**config.mk**
```make
export PLATFORM = sky130hd
export DESIGN_NAME = rs_free_tracker
export DESIGN_NICKNAME = d
export VERILOG_FILES = /design/src/rtl/rs_free_tracker.sv
export SDC_FILE = /design/constraint.sdc
export NUM_CORES = 1
export LEC_CHECK = 0
export ABC_AREA = 1
export CAP_MARGIN = 20
export CORE_MARGIN = 4
export CORE_UTILIZATION = 31
export DETAILED_ROUTE_END_ITERATION = 6
export DONT_BUFFER_PORTS = 1
export GPL_ROUTABILITY_DRIVEN = 1
export PLACE_DENSITY = 0.54
export SLEW_MARGIN = 0
export SYNTH_ARGS = -nofsm -noshare
export SYNTH_HDL_FRONTEND = slang
export SYNTH_SLANG_ARGS = --single-unit
```
**constraint.sdc**
```tcl
create_clock -name clk -period 4.35 [get_ports clk]
set_clock_uncertainty 0.05 [all_clocks]
set_input_delay 0.6525 -clock clk [delete_from_list [all_inputs] [get_ports clk]]
set_output_delay 0.6525 -clock clk [all_outputs]
set_load 0.01 [all_outputs]
```
**src/rtl/rs_free_tracker.sv**
```systemverilog
// rs_free_tracker: reservation-station occupancy tracker (allocate lowest FREE, issue, free on completion).
// Optional macro WAKEUP_FLUSH_EN adds a flush input that returns every entry to FREE.
module rs_free_tracker #(
   parameter int RS_ENTRIES = 16,
   parameter int IDX_W      = $clog2(RS_ENTRIES)
) (
   input  logic             clk,
   input  logic             rst,
`ifdef WAKEUP_FLUSH_EN
   input  logic             flush,
`endif
   input  logic             alloc_req,
   output logic             alloc_grant,
   output logic [IDX_W-1:0] alloc_index,
   input  logic             issue_en,
   input  logic [IDX_W-1:0] issue_index,
   input  logic             free_en,
   input  logic [IDX_W-1:0] free_index,
   output logic [IDX_W:0]   free_count,
   output logic             full,
   output logic             empty,
   output logic             err_sticky
);

   // state    | meaning
   // S_FREE   | entry available for allocation
   // S_VALID  | allocated by Dispatch, waiting for Select
   // S_ISSUED | sent to Execute, waiting for free
   localparam logic [1:0] S_FREE   = 2'd0;
   localparam logic [1:0] S_VALID  = 2'd1;
   localparam logic [1:0] S_ISSUED = 2'd2;

   localparam logic [IDX_W:0] CNT_MAX = (IDX_W+1)'(RS_ENTRIES);

   logic [1:0]     st [RS_ENTRIES];
   logic [IDX_W:0] free_cnt_q;
   logic           err_q;
   logic           flush_act;
   logic           alloc_ok;
   logic           issue_ok;
   logic           free_ok;
   logic           err_evt;

`ifdef WAKEUP_FLUSH_EN
   assign flush_act = flush;
`else
   assign flush_act = 1'b0;
`endif

   // Lowest-numbered FREE entry; falls back to 0 when nothing is free.
   always_comb begin
      alloc_index = '0;
      for (int i = RS_ENTRIES - 1; i >= 0; i--) begin
         if (st[i] == S_FREE) alloc_index = IDX_W'(i);
      end
   end

   assign full        = (free_cnt_q == '0);
   assign empty       = (free_cnt_q == CNT_MAX);
   assign alloc_grant = alloc_req & ~full & ~flush_act;
   assign alloc_ok    = alloc_grant;
   assign issue_ok    = issue_en & (st[issue_index] == S_VALID);
   assign free_ok     = free_en & (st[free_index] == S_ISSUED);
   assign err_evt     = (issue_en & ~issue_ok) | (free_en & ~free_ok);

   // Alloc, issue and free each act on a different registered state, so their targets never overlap.
   always_ff @(posedge clk or posedge rst) begin
      if (rst) begin
         for (int i = 0; i < RS_ENTRIES; i++) st[i] <= S_FREE;
         free_cnt_q <= CNT_MAX;
         err_q      <= 1'b0;
      end else if (flush_act) begin
         for (int i = 0; i < RS_ENTRIES; i++) st[i] <= S_FREE;
         free_cnt_q <= CNT_MAX;
      end else begin
         if (alloc_ok) st[alloc_index] <= S_VALID;
         if (issue_ok) st[issue_index] <= S_ISSUED;
         if (free_ok)  st[free_index]  <= S_FREE;
         free_cnt_q <= free_cnt_q + (IDX_W+1)'(free_ok) - (IDX_W+1)'(alloc_ok);
         if (err_evt) err_q <= 1'b1;
      end
   end

   assign free_count = free_cnt_q;
   assign err_sticky = err_q;

endmodule

```
==> flow_metrics.py <==
metrics = {
    "routing": {
        "drt_iter0_drc": 279,
        "vias": 2554,
        "drc": 0,
        "drt_pass1_iterations": 5,
        "ant_nets": 0,
        "wl_per_cell_um": 16.5,
        "finalWirelength_um": 8200,
        "viasPerCell": 5.15,
    },
    "placement": {
        "dp_hpwl_um": 6440,
        "gp_congestion": 0.882,
        "port_buffers": 0,
    },
    "worst_setup_path": {
        "worstPathRequired_ps": 4530,
        "worstPathArrival_ps": 3050,
        "critPathMaxStageDelay_ps": 390,
        "crit_fanout": 8,
        "cp_cell_sequence": "nor2_2 -> inv_2 -> o22ai_1 -> o21ai_1 -> nand4_1 -> nand3_1 -> nor2_2 -> nand2_2 -> ha_1 -> inv_1 -> ha_1 -> inv_1 -> fa_1 -> o21ai_0 -> a21oi_1 -> xor2_1",
        "worst_setup_path_end_kind": "flip-flop",
        "critical_path_class": "in2reg",
        "cp-start-kind": "input port",
        "cp_slowest_cell": "fa_1",
    },
    "sta": {
        "hold_viol_final": 0,
        "worst_pin_slew_ps": 767,
        "fmax_mhz": 349,
        "fin_crit_sh_pct": 65.9,
        "period_needed_ps": 2870,
        "tns_ps": 0,
        "setup_viol": 0,
        "slew_headroom_pct": 48.3,
        "final_max_slew_viol_count": 0,
        "rsz0062_at_grt": "no",
    },
    "clocking": {
        "hold_buffers": 0,
        "cts_buffer_depth": 2,
        "cts_resized": 0,
        "cts_buffers": 5,
        "cts_setup_buffers": 0,
        "cts.sinks": 38,
        "insertion_delay_ps": 300,
        "cts-root-buf": "clkbuf_8",
        "cts_max_level": 2,
        "cts_tree": "done",
        "clk_pin_slew_worst_paths_ps": 80,
    },
    "logic_synthesis": {
        "synth_area_um2": 2540,
        "syn_area_per_cell_um2": 6.60,
        "yosys_register_bits": 38,
        "ys_types": 21,
        "syn_nets": 405,
        "postSynthCellCount": 385,
        "ys_seq_area_share_pct": 37.5,
        "ys.warnings.count": 0,
    },
    "flow_run": {
        "max_cap_viol_count": 0,
    },
    "die": {
        "die_w_um": 98.6,
        "die_height_um": 98.6,
        "initial_utilization_pct": 32.4,
        "coreArea_um2": 7850,
        "die_area_um2": 9710,
        "num_rows": 32,
        "pin_count": 26,
    },
    "final_layout": {
        "diodes": 0,
        "final_nets": 413,
        "drive_above_1_share_pct": 6.85,
        "syn_to_final_growth_pct": 9.06,
        "n_fill_cell": 891,
    },
    "pwr": {
        "p_per_area_nw_per_um2": 723,
        "leakagePower_nw": 1.42,
        "finalPower_mw": 2.01,
        "vdd_ir_drop_max_uv": 224,
    },
    "global_routing": {
        "grt_pass1_vias": 2468,
        "grt_pass1_wl_um": 13100,
        "track_usage_pct": 17.3,
        "grt_max_degree": 39,
        "overflow": 0,
        "grt_antenna_before_repair": 0,
    },
    "min_path": {
        "min_path_type": "in2async",
    },
    "run_status": {
        "status": "completed",
    },
}
==> cells by family (layout without fill, tap and decap cells) <==
family                   count (synthesis)  after routing  synth area share, %
AND/OR/NAND/NOR                        143            143                 22.7
AO/OA/AOI/OAI                           93             93                 20.0
adder cells (fa/ha/maj)                  7              7                 3.74
buffers and inverters                  100            109                 14.8
flip-flops                              38             38                 37.5
XOR/XNOR                                 4              4                 1.38
==> critical path, delay by kind of cell <==
kind                     cells  cell delay, ps
XOR/XNOR                     1             140
AO/OA/AOI/OAI                4             550
AND/OR/NAND/NOR              5             640
adder cells (fa/ha/maj)      3             830
buffers and inverters        3             230
==> sequential cells by signal, indices dropped and copies added (netlist names) <==
signal and flops:
free_count 5, st 32, err_sticky 1
==> power breakdown <==
part           internal, mW  leakage (nW)  switching (mW)
Combinational         0.333         0.949           0.742
Clock                 0.128        0.0472           0.144
Sequential            0.525         0.426           0.133
==> area by class of cell <==
type,instances,area [um2],area share (%)
Multi-Input combinational cell,247,1210,43.8
Sequential cell,38,952,34.3
Inverter,100,375,13.5
Tap cell,102,128,4.60
Clock buffer,6,82.6,2.98
Clock inverter,2,12.5,0.451
Timing Repair Buffer,1,7.51,0.271
==> per-layer routing <==
layer,track usage [%],share of wire (%),vias to the layer above
li1,-,-,1223
met1,24.1,46,1215
met2,27.4,45,89
met3,2.34,5.4,27
met4,6.62,3.5,0
met5,0,0,-
==> layout by cell type, fill, tap and decap left out, types with 2 or more instances in the layout <==
| cell | netlist | routed |
|---|---|---|
| nand2_2 | 3 | 3 |
| inv_1 | 90 | 90 |
| nand4_1 | 2 | 2 |
| inv_2 | 9 | 9 |
| nor2_1 | 56 | 56 |
| dfrtp_1 | 37 | 37 |
| o21ai_1 | 15 | 15 |
| o21ai_0 | 24 | 24 |
| nand2_1 | 65 | 65 |
| clkbuf_8 | 0 | 6 |
| a21oi_1 | 22 | 22 |
| o22ai_1 | 31 | 31 |
| nor2_2 | 5 | 5 |
| xor2_1 | 3 | 3 |
| nand3_1 | 11 | 11 |
| ha_1 | 6 | 6 |
==> metrics by stage <==
stage	instances	hold slack, ps	area [um2]	utilization [%]	setup WS [ps]
after floorplan	385	416	2540	-	1450
after global placement	488	448	2680	34.1	1200
after detailed placement	488	452	2680	34.1	1150
after CTS	496	332	2770	35.3	1470
after global routing	496	367	2770	35.3	1200
final	496	306	2770	35.3	1480
==> cell usage after synthesis <==
library cell	number	area, um2
ha_1	6	75.1
dfstp_2	1	26.3
inv_1	90	338
dfrtp_1	37	926
nand2_1	65	244
inv_2	9	33.8
o22ai_1	31	194
nor2_2	5	31.3
xnor2_1	1	8.76
o21ai_1	15	75.1
clkinv_1	1	3.75
xor2_1	3	26.3
fa_1	1	20.0
o21ai_0	24	120
nand4_1	2	12.5
a21oi_1	22	110
nand2_2	3	18.8
nor2_1	56	210
nand3_1	11	55.1
o32ai_1	1	8.76
nor3_1	1	5.00
==> worst paths after layout <==
kind	slack [ps]	start	end	depth (start not counted)
worst max register to register	1540	free_count[3]	free_count[4]	13
max in group asynchronous	3590	rst	free_count[4]	2
worst max-delay path	1480	free_index[0]	free_count[4]	16
min in group clk	440	issue_en	err_sticky	2
worst min-delay path	310	rst	st[19]	2
worst min register to register	470	st[29]	st[29]	2
(Power assumes the default switching activity.)
